[src/rtl/param_sync_fifo.sv]
// Single-clock FIFO with programmable depth/width, threshold flags, sticky
// error flags, synchronous flush and a selectable first-word-fall-through read port.
module param_sync_fifo #(
  parameter int DATA_WIDTH   = 4,
  parameter int DEPTH        = 16,
  parameter int AFULL_LEVEL  = 12,
  parameter int AEMPTY_LEVEL = 4,
  parameter int FWFT         = 0
) (
  input  logic                    inClock,
  input  logic                    inReset,
  input  logic                    inClear,
  input  logic [DATA_WIDTH-1:0]   inData,
  input  logic                    inWriteEnable,
  input  logic                    inReadEnable,
  output logic [DATA_WIDTH-1:0]   outData,
  output logic                    outValid,
  output logic                    outEmpty,
  output logic                    outFull,
  output logic                    outAlmostEmpty,
  output logic                    outAlmostFull,
  output logic [$clog2(DEPTH):0]  outCount,
  output logic                    outOverflow,
  output logic                    outUnderflow
);

  localparam int AW = (DEPTH > 1) ? $clog2(DEPTH) : 1;
  localparam int CW = AW + 1;

  if ((DEPTH < 2) || ((DEPTH & (DEPTH - 1)) != 0)) begin : g_bad_depth
    $error("param_sync_fifo: DEPTH must be a power of 2 and at least 2");
  end
  if ((AFULL_LEVEL < 1) || (AFULL_LEVEL > DEPTH)) begin : g_bad_afull
    $error("param_sync_fifo: AFULL_LEVEL must be in 1..DEPTH");
  end
  if ((AEMPTY_LEVEL < 0) || (AEMPTY_LEVEL > DEPTH - 1)) begin : g_bad_aempty
    $error("param_sync_fifo: AEMPTY_LEVEL must be in 0..DEPTH-1");
  end

  logic [DATA_WIDTH-1:0] mem_q [DEPTH];
  logic [AW-1:0]         wr_ptr_q, wr_ptr_d;
  logic [AW-1:0]         rd_ptr_q, rd_ptr_d;
  logic [CW-1:0]         count_q, count_d;
  logic [DATA_WIDTH-1:0] rdata_q, rdata_d;
  logic                  valid_q, valid_d;
  logic                  ovf_q, ovf_d;
  logic                  udf_q, udf_d;
  logic                  empty_s, full_s;
  logic                  rd_acc_s, wr_acc_s, mem_we_s;

  // Status decodes of the count register.
  always_comb begin
    empty_s = (count_q == {CW{1'b0}});
    full_s  = (count_q == CW'(DEPTH));
  end

  // Accept rules, pointer/count/flag next-state and registered read data.
  always_comb begin
    rd_acc_s = inReadEnable & ~empty_s;
    wr_acc_s = inWriteEnable & (~full_s | rd_acc_s);
    wr_ptr_d = wr_ptr_q;
    rd_ptr_d = rd_ptr_q;
    count_d  = count_q;
    rdata_d  = rdata_q;
    valid_d  = 1'b0;
    ovf_d    = ovf_q;
    udf_d    = udf_q;
    mem_we_s = 1'b0;
    if (inClear) begin
      // Flush wins over any read or write presented in the same cycle.
      wr_ptr_d = {AW{1'b0}};
      rd_ptr_d = {AW{1'b0}};
      count_d  = {CW{1'b0}};
      valid_d  = 1'b0;
      ovf_d    = 1'b0;
      udf_d    = 1'b0;
      mem_we_s = 1'b0;
    end else begin
      mem_we_s = wr_acc_s;
      if (wr_acc_s) begin
        wr_ptr_d = wr_ptr_q + AW'(1);
      end else begin
        wr_ptr_d = wr_ptr_q;
      end
      if (rd_acc_s) begin
        rd_ptr_d = rd_ptr_q + AW'(1);
        rdata_d  = mem_q[rd_ptr_q];
        valid_d  = 1'b1;
      end else begin
        rd_ptr_d = rd_ptr_q;
        rdata_d  = rdata_q;
        valid_d  = 1'b0;
      end
      case ({wr_acc_s, rd_acc_s})
        2'b10:   count_d = count_q + CW'(1);
        2'b01:   count_d = count_q - CW'(1);
        default: count_d = count_q;
      endcase
      if (inWriteEnable && !wr_acc_s) begin
        ovf_d = 1'b1;
      end else begin
        ovf_d = ovf_q;
      end
      if (inReadEnable && !rd_acc_s) begin
        udf_d = 1'b1;
      end else begin
        udf_d = udf_q;
      end
    end
  end

  // Control state registers.
  always_ff @(posedge inClock or negedge inReset) begin
    if (!inReset) begin
      wr_ptr_q <= {AW{1'b0}};
      rd_ptr_q <= {AW{1'b0}};
      count_q  <= {CW{1'b0}};
      rdata_q  <= {DATA_WIDTH{1'b0}};
      valid_q  <= 1'b0;
      ovf_q    <= 1'b0;
      udf_q    <= 1'b0;
    end else begin
      wr_ptr_q <= wr_ptr_d;
      rd_ptr_q <= rd_ptr_d;
      count_q  <= count_d;
      rdata_q  <= rdata_d;
      valid_q  <= valid_d;
      ovf_q    <= ovf_d;
      udf_q    <= udf_d;
    end
  end

  // Storage array; contents deliberately survive reset.
  always_ff @(posedge inClock) begin
    if (mem_we_s) begin
      mem_q[wr_ptr_q] <= inData;
    end
  end

  // Read port: registered data, or the head word shown directly in FWFT mode.
  always_comb begin
    if (FWFT != 0) begin
      outValid = ~empty_s;
      if (empty_s) begin
        outData = {DATA_WIDTH{1'b0}};
      end else begin
        outData = mem_q[rd_ptr_q];
      end
    end else begin
      outValid = valid_q;
      outData  = rdata_q;
    end
  end

  assign outEmpty       = empty_s;
  assign outFull        = full_s;
  assign outAlmostEmpty = (count_q <= CW'(AEMPTY_LEVEL));
  assign outAlmostFull  = (count_q >= CW'(AFULL_LEVEL));
  assign outCount       = count_q;
  assign outOverflow    = ovf_q;
  assign outUnderflow   = udf_q;

endmodule

[config.mk]
export PLATFORM = sky130hd
export DESIGN_NAME = param_sync_fifo
export DESIGN_NICKNAME = d
export VERILOG_FILES = /design/src/rtl/param_sync_fifo.sv
export SDC_FILE = /design/constraint.sdc
export NUM_CORES = 1
export LEC_CHECK = 0
export BUFFER_PORTS_ARGS = -buffer_cell sky130_fd_sc_hd__buf_4
export CORE_ASPECT_RATIO = 2
export CORE_MARGIN = 2
export CORE_UTILIZATION = 50
export CTS_BUF_LIST = sky130_fd_sc_hd__clkbuf_4
export DETAILED_ROUTE_END_ITERATION = 12
export GPL_TIMING_DRIVEN = 0
export PLACE_DENSITY = 0.68
export SLEW_MARGIN = 10
export SYNTH_ARGS = -nofsm -noshare
export SYNTH_HDL_FRONTEND = slang
export SYNTH_SLANG_ARGS = --single-unit
[constraint.sdc]
create_clock -name inClock -period 3.2 [get_ports inClock]
set_input_delay 0.64 -clock inClock [delete_from_list [all_inputs] [get_ports inClock]]
set_output_delay 0.64 -clock inClock [all_outputs]
set_load 0.02 [all_outputs]
==> reports/results.tsv, run 1 <==
metric	value	unit
Clock Skew	0.0243	ns
Setup Viol. Count Final	0	
Synth Area in Adders	0.0325	
Synth Register Bits	84	
Root Driver	clkbuf_4	
Clk pin slew, worst setup/hold paths	0.14	ns
final setup TNS	0	ns
complex-gate fraction of the synthesized area	0.0358	
Rel. slew slack	0.603	
Initial Utilization	0.513	
Max Cap Violations	0	
final antenna-violating net count	0	
DRT Pass-1 Iters	4	
Placer Congestion	0.781	
top_reg_cell synth	edfxtp_1	
Mapped Area	3700	µm²
switch share	0.334	
worst r2r src	outCount[1]	
Post-synth ARST share	0.238	
die area	8150	µm²
GRT Overall Usage	0.205	
CTS max path bufs	2	
top cell type by total area after synthesis	edfxtp_1	
Placed Cells	345	
library cells used by synthesis	40	
vias	2015	
top cell type's share of synthesized area	0.519	
standard-cell rows	44	
CTS buffer count	9	
worst slew pin tran	0.595	ns
DR DRC count	0	
synthesized area per cell	16.1	µm²
drt initial violations	99	
Worst Hold Class	input port to asynchronous set/reset pin	
largest net degree at the start of global routing	21	
mux contribution to synthesized area	0.162	
Synth area leaders	edfxtp_1 52%, dfrtp_1 14%, mux4_2 8.5%	
initial antenna violation count	1	
GR Util met2	0.384	
critical path type	flop to flop	
Critical Path RT	3.55	ns
worst skew pair latency	0.43	ns
layout cells sized above 1	0.238	
Seq pwr share	0.486	
Mapped Nets	248	
Worst setup SP type	flop	
met3 Use GR	0.0518	
crit share post-route	0.940	
Psw	0.918	mW
CTS H-tree lvls	3	
final hold violation count	0	
grt ovf	0	
end of the worst register-to-register path	outCount[4]	
Most Used Layer, Global Route	met2	
EDFF count, synth	64	
RSZ-0062 raised after global routing	false	
largest family of logic cells by synthesized area	multiplexers	
overall die height	126	µm
post-synthesis sequential area ratio	0.655	
Reg2Reg Setup Slack	0.19	ns
Routed WL	7.37	mm
Filler cells	613	
I/O pins	25	
Slew Limit Fails	0	
most frequent cells in the layout	64 x edfxtp_1, 35 x nor2_1, 23 x buf_4	
Setup crit end kind	flop	
Non-Filler Instances	362	
Post-Synth Simple-Gate Area	0.0734	
first-pass GRT wire length	11.6	mm
die width	64.8	µm
status	complete, no violations	
post-DP HPWL	5.54	mm
CP arrival	3.36	ns
Tot Pwr	2.75	mW
Via density	5.57	
XOR/XNOR Fraction of Synth Area	0.0166	
CTS sink count	84	
routing usage on met1	0.204	
nets	282	
CP max FO	9	
FMAX	332	MHz
Int Power	1.83	mW
worst reg2reg path depth	10	
Mapped Cells	230	
number of global-route vias before repair	2124	
CTS tree	yes	
Clock Power Share	0.187	
layout overhead on the synthesized area	11.0	%
Synth Warn #	0	
leakage	1.48	nW
post-place setup slack	0.0965	ns
Port Buf Inserts	23	
wire per inst	20.4	µm
Peak VDD IR	0.300	mV
core area	7210	µm²
power density cells	669	nW/µm²
post-layout worst setup margin	0.192	ns
Comb pwr share	0.327	
most common cell after layout, fill and taps aside	edfxtp_1	
Final min period	3.01	ns
[cell families after synthesis]
| family | after synthesis |
|---|---|
| xor gates and xnor gates | 7 |
| DFF | 84 |
| buffers and inverters | 19 |
| and+or+nand+nor | 60 |
| AOI/OAI and AO/OA | 19 |
| adders and majority gates | 9 |
| muxes | 32 |
[power groups by stage]
stage	clock [mW]	sequential [mW]	combinational (mW)
global route	0.575	1.34	0.987
finish	0.513	1.33	0.899
CTS	0.531	1.33	0.910
global placement	0	1.35	0.888
floorplan	0	1.41	0.540
detailed placement	0	1.36	0.908
[sequential cells by signal, summed over array words and instances, names as in the netlist]
signal        count
mem_q            64
outCount          5
outData           4
outOverflow       1
outUnderflow      1
outValid          1
rd_ptr_q          4
wr_ptr_q          4
[routing by layer]
| metal | vias to the layer above | share of wire |
|---|---|---|
| li1 | 945 | - |
| met1 | 1022 | 0.35 |
| met2 | 39 | 0.61 |
| met3 | 9 | 0.028 |
| met4 | 0 | 0.018 |
| met5 | - | 0 |
[metrics by stage]
stage / utilization / hold WS (ns) / cell area, µm²
after floorplan: - / 0.344 / 3700
after global placement: 0.553 / 0.483 / 3990
after detailed placement: 0.553 / 0.497 / 3990
after CTS: 0.568 / 0.0455 / 4100
after global routing: 0.569 / 0.0429 / 4110
final: 0.569 / 0.0602 / 4110
[repair_timing]
| item | CTS | global route |
|---|---|---|
| gates resized for setup | 0 | 1 |
| hold buffers | 0 | 0 |
| endpoints found under the setup margin | 0 | 1 |
| buffers inserted | 0 | 0 |
[Yosys cell counts, drive strengths merged, types with 5 or more instances]
| library cell | instances |
|---|---|
| ha | 8 |
| nor2 | 35 |
| edfxtp | 64 |
| clkbuf | 6 |
| mux2 | 6 |
| mux2i | 6 |
| buf | 5 |
| xor2 | 6 |
| nand2 | 8 |
| inv | 8 |
| o21ai | 6 |
| dfrtp | 20 |
| mux4 | 20 |
[final cells by class]
cell class                 instances  area, µm²  area share
sequential                        84       2420       0.590
clock buffer                      11       82.6      0.0201
multi-input combinational        127       1190       0.290
buffer                            11       61.3      0.0149
antenna                            1       2.50    0.000610
tap                               92        115      0.0280
inverter                           8       30.0     0.00731
clock inverter                     5       28.8     0.00701
timing repair buffer              23        173      0.0421
[worst max-delay path by stage]
stage,slack [ns],endpoint,cells past startpoint,from
2_1_floorplan,0.47,outCount[4],10,outCount[1]
3_3_place_gp,0.19,outCount[4],10,outCount[1]
3_5_place_dp,0.1,outCount[4],10,outCount[1]
4_1_cts,0.07,outCount[4],10,outCount[1]
5_1_grt,0.04,outCount[4],10,outCount[1]
6_report,0.19,outCount[4],10,outCount[1]
[worst max-delay path, cell delays in order, from the launching register on]
cell,delay (ns)
dfrtp_1,0.46
or4_1,0.55
buf_2,0.21
o21ai_4,0.23
or2_1,0.19
inv_1,0.10
ha_1,0.34
nand2b_1,0.08
a21oi_2,0.27
mux2_2,0.38
a31oi_1,0.12
Note: power is estimated with default switching activity, not from simulation.
==> run 2: changes to the inputs <==
--- a/config.mk
+++ b/config.mk
@@ -6,13 +6,15 @@
 export NUM_CORES = 1
 export LEC_CHECK = 0
 export BUFFER_PORTS_ARGS = -buffer_cell sky130_fd_sc_hd__buf_4
+export CELL_PAD_IN_SITES_DETAIL_PLACEMENT = 0
+export CELL_PAD_IN_SITES_GLOBAL_PLACEMENT = 1
 export CORE_ASPECT_RATIO = 2
 export CORE_MARGIN = 2
 export CORE_UTILIZATION = 50
 export CTS_BUF_LIST = sky130_fd_sc_hd__clkbuf_4
 export DETAILED_ROUTE_END_ITERATION = 12
 export GPL_TIMING_DRIVEN = 0
-export PLACE_DENSITY = 0.68
+export PLACE_DENSITY_LB_ADDON = 0.1
 export SLEW_MARGIN = 10
 export SYNTH_ARGS = -nofsm -noshare
 export SYNTH_HDL_FRONTEND = slang
==> run 2 against run 1 <==
Die area is the same. Critical path depth did not move. First-iteration DRC count fell by 3.0%. Critical endpoint unchanged. Hold slack better by 0.015 ns. Flip-flop and latch count unchanged. Non-clock buffer count is the same. Final cell count down 0.55%. Worst setup slack gained 0.034 ns. Largest power group unchanged. Critical path type unchanged. Utilization grew 0.94 points. Clock skew is 0.0093 ns lower. Routed wire length is 0.31% lower.
==> reports/results.tsv, run 2 (synthesis gave the netlist of run 1 again) <==
metric	value	unit
status	complete, no violations	
Clk pin slew, worst setup/hold paths	0.13	ns
CP max FO	9	
FMAX	336	MHz
nets	282	
Setup Viol. Count Final	0	
post-DP HPWL	5.57	mm
Critical Path RT	3.54	ns
Setup Fix Bufs, Post-CTS	0	
initial antenna violation count	0	
final hold violation count	0	
drt initial violations	96	
worst r2r src	outCount[1]	
Reg2Reg Setup Slack	0.23	ns
vias	2005	
CTS H-tree lvls	3	
die area	8150	µm²
n_diodes	0	
core area	7210	µm²
largest net degree at the start of global routing	21	
CTS tree	yes	
DRT Pass-1 Iters	4	
Non-Filler Instances	360	
end of the worst register-to-register path	outCount[4]	
Filler cells	607	
I/O pins	25	
Setup crit end kind	flop	
Clock Skew	0.0150	ns
CTS max path bufs	2	
Worst Hold Class	input port to asynchronous set/reset pin	
CTS buffer count	9	
Max Cap Violations	0	
die width	64.8	µm
Rel. slew slack	0.617	
power density cells	713	nW/µm²
Placed Cells	345	
number of global-route vias before repair	2177	
worst reg2reg path depth	10	
layout cells sized above 1	0.239	
standard-cell rows	44	
worst skew pair latency	0.42	ns
Worst Setup SP	outCount[1]	
Biggest register	mem_q	
Placer Congestion	0.714	
Port Buf Inserts	23	
Final min period	2.97	ns
most frequent cells in the layout	64 x edfxtp_1, 35 x nor2_1, 23 x buf_4	
leakage	1.51	nW
layout overhead on the synthesized area	12.8	%
first-pass GRT wire length	11.7	mm
grt ovf	0	
Root Driver	clkbuf_4	
CTS sink count	84	
RSZ-0062 raised after global routing	false	
final setup TNS	0	ns
Worst setup SP type	flop	
wire per inst	20.4	µm
worst slew pin tran	0.574	ns
overall die height	126	µm
Slew Limit Fails	0	
critical path type	flop to flop	
max FFs per register	64	
PostCTS Resize Cnt	0	
final antenna-violating net count	0	
Peak VDD IR	0.406	mV
Tot Pwr	2.97	mW
most common cell after layout, fill and taps aside	edfxtp_1	
crit share post-route	0.929	
hold buffer count at CTS	0	
Initial Utilization	0.513	
DR DRC count	0	
Via density	5.57	
Routed WL	7.34	mm
GRT Overall Usage	0.204	
CP arrival	3.32	ns
-- run 2: changes by cell type in the layout (fill, tap and decap cells not counted), sizes merged --
cell and change:
clkinvlp -2, clkinv -2, bufinv +3, diode -1
-- run 2: critical path, stage by stage, from the launching register on --
cell and delay, ns:
dfrtp_1 0.46, or4_1 0.53, buf_2 0.20, o21ai_4 0.24
or2_1 0.20, inv_1 0.10, ha_1 0.33, nand2b_1 0.08
a21oi_2 0.26, mux2_2 0.37, a31oi_1 0.13
-- run 2: area by class of cell --
type	instances	area [µm²]	share of cell area
inverters	8	30.0	0.00720
clock buffers	11	82.6	0.0198
plain buffers	11	61.3	0.0147
flip-flops and latches	84	2420	0.581
repair buffers	23	173	0.0414
multi-input cells	127	1190	0.285
clock inverters	4	98.8	0.0237
well taps	92	115	0.0276
-- run 2: how the worst max path moves through the flow --
stage | to | slack (ns)
floorplan | outCount[4] | 0.47
global placement | outCount[4] | 0.08
detailed placement | outCount[4] | 0.04
CTS | outCount[4] | 0.02
global route | outCount[4] | 0.03
finish | outCount[4] | 0.23
-- run 2: per-layer routing --
layer,vias up,GRT usage,part of all wire
li1,937,-,-
met5,-,0,0
met3,11,0.0313,0.025
met4,0,0.110,0.030
met1,1015,0.198,0.34
met2,42,0.391,0.61
-- run 2: power breakdown --
| part | total (mW) | switching (mW) | internal, mW |
|---|---|---|---|
| Combinational | 0.892 | 0.493 | 0.400 |
| Clock | 0.750 | 0.339 | 0.411 |
| Sequential | 1.33 | 0.0748 | 1.26 |
-- run 2: per-stage QoR --
| step | hold WS (ns) | setup slack, ns | instance area [µm²] | utilization |
|---|---|---|---|---|
| detailed placement | 0.484 | 0.0444 | 3990 | 0.553 |
| CTS | 0.0454 | 0.0248 | 4170 | 0.578 |
| floorplan | 0.344 | 0.471 | 3700 | - |
| finish | 0.0752 | 0.227 | 4170 | 0.579 |
| global placement | 0.480 | 0.0758 | 3990 | 0.553 |
| global route | 0.0613 | 0.0308 | 4170 | 0.579 |
==> run 3: changes to the inputs <==
==> constraint.sdc (replaced) <==
create_clock -name inClock -period 3.1 [get_ports inClock]
set_input_delay 0.62 -clock inClock [delete_from_list [all_inputs] [get_ports inClock]]
set_output_delay 0.62 -clock inClock [all_outputs]
set_load 0.02 [all_outputs]
==> run 3 against run 2 <==
Worst setup slack better by 0.0096 ns. Global-route usage is the same. Final cell count increased by 0.56%. Flip-flop and latch count did not move. Combinational power up 7.3%. Critical path type unchanged. Largest power group unchanged.
==> reports/results.tsv, run 3 (synthesis gave the netlist of run 1 again) <==
metric	value	unit
Port Buf Inserts	23	
wire per inst	20.5	µm
switch share	0.306	
die area	8150	µm²
Psw	0.951	mW
grt ovf	0	
Root Driver	clkbuf_4	
final setup TNS	0	ns
Setup crit end kind	flop	
Placer Congestion	0.714	
first-pass GRT wire length	11.7	mm
Biggest register	mem_q	
CTS H-tree lvls	3	
Clk pin slew, worst setup/hold paths	0.12	ns
worst slew pin tran	0.581	ns
CTS sink count	84	
worst skew pair latency	0.43	ns
layout overhead on the synthesized area	13.4	%
Critical Path RT	3.45	ns
final antenna-violating net count	0	
status	complete, no violations	
nets	284	
Worst setup SP type	flop	
post-place setup slack	-0.0556	ns
I/O pins	25	
leakage	1.52	nW
Tot Pwr	3.11	mW
Seq pwr share	0.443	
CP arrival	3.21	ns
Worst Hold Class	input port to asynchronous set/reset pin	
CP max FO	9	
crit share post-route	0.924	
power density cells	740	nW/µm²
Multi-input gate area	1200	µm²
Final min period	2.86	ns
worst r2r src	outCount[1]	
Int Power	2.15	mW
Placed Cells	345	
Routed WL	7.42	mm
number of global-route vias before repair	2177	
GRT Overall Usage	0.204	
core area	7210	µm²
n_diodes	0	
most frequent cells in the layout	64 x edfxtp_1, 35 x nor2_1, 25 x buf_4	
DR DRC count	0	
Filler cells	606	
max FFs per register	64	
Clock Skew	0.0148	ns
Setup Viol. Count Final	0	
initial antenna violation count	0	
critical path type	flop to flop	
Slew Limit Fails	0	
post-layout worst setup margin	0.236	ns
Core Util, Final	0.582	
Max Cap Violations	0	
Via density	5.60	
Peak VDD IR	0.419	mV
die width	64.8	µm
Clock Power Share	0.249	
Initial Utilization	0.513	
layout cells sized above 1	0.244	
CTS max path bufs	2	
vias	2026	
largest net degree at the start of global routing	21	
Non-Filler Instances	362	
Worst Setup SP	outCount[1]	
overall die height	126	µm
FMAX	349	MHz
post-DP HPWL	5.57	mm
DRT Pass-1 Iters	4	
most common cell after layout, fill and taps aside	edfxtp_1	
drt initial violations	88	
Reg area	2420	µm²
Comb pwr share	0.308	
CTS buffer count	9	
RSZ-0062 raised after global routing	false	
CTS tree	yes	
standard-cell rows	44	
Rel. slew slack	0.609	
final hold violation count	0	
[run 3: path summary, 6_finish.rpt]
check | end | slack (ns) | cells past startpoint
min | wr_ptr_q[1] | 0.05 | 1
min reg2reg | outUnderflow | 0.51 | 2
max reg2reg | outCount[4] | 0.24 | 10
min in group inClock | outValid | 0.45 | 2
max in group asynchronous | outData[1] | 2.83 | 1
max | outCount[4] | 0.24 | 10
[run 3: per-layer routing]
metal	wire [µm]	track usage	vias to the layer above
li1	-	-	943
met1	2520	0.198	1014
met2	4430	0.391	52
met3	214	0.0313	17
met4	252	0.110	0
met5	0	0	-
[run 3: power groups by stage]
stage / clock [mW] / sequential, mW / combinational (mW)
final: 0.775 / 1.37 / 0.957
after global routing: 0.837 / 1.39 / 1.04
after CTS: 0.797 / 1.38 / 0.938
after detailed placement: 0 / 1.40 / 0.933
after global placement: 0 / 1.40 / 0.928
after floorplan: 0 / 1.46 / 0.558
[run 3: per-stage QoR]
stage	area, µm²	hold WS [ns]
after floorplan	3700	0.324
after global placement	3990	0.480
after detailed placement	3990	0.484
after CTS	4170	0.0254
after global routing	4200	0.0413
final	4200	0.0520
[run 3: timing repair]
item	4_1_cts	5_1_grt
resized for setup	1	1
setup endpoints to repair	1	1
buffers inserted	0	2
pin swaps	0	1
hold buffers	0	0
[run 3: cell type report]
class                      count  share of cell area
timing repair buffer          25              0.0447
multi-input combinational    127               0.285
clock buffer                  11              0.0197
buffer                        11              0.0146
inverter                       8             0.00716
tap                           92              0.0274
sequential                    84               0.577
clock inverter                 4              0.0236
[run 3: critical path: stages, from the launching register on]
cell and delay [ns]:
dfrtp_1 0.46, or4_1 0.53, buf_2 0.21, o21ai_4 0.18
or2_1 0.17, inv_1 0.10, ha_1 0.33, nand2b_1 0.11
a21oi_4 0.21, mux2_2 0.36, a31oi_1 0.13
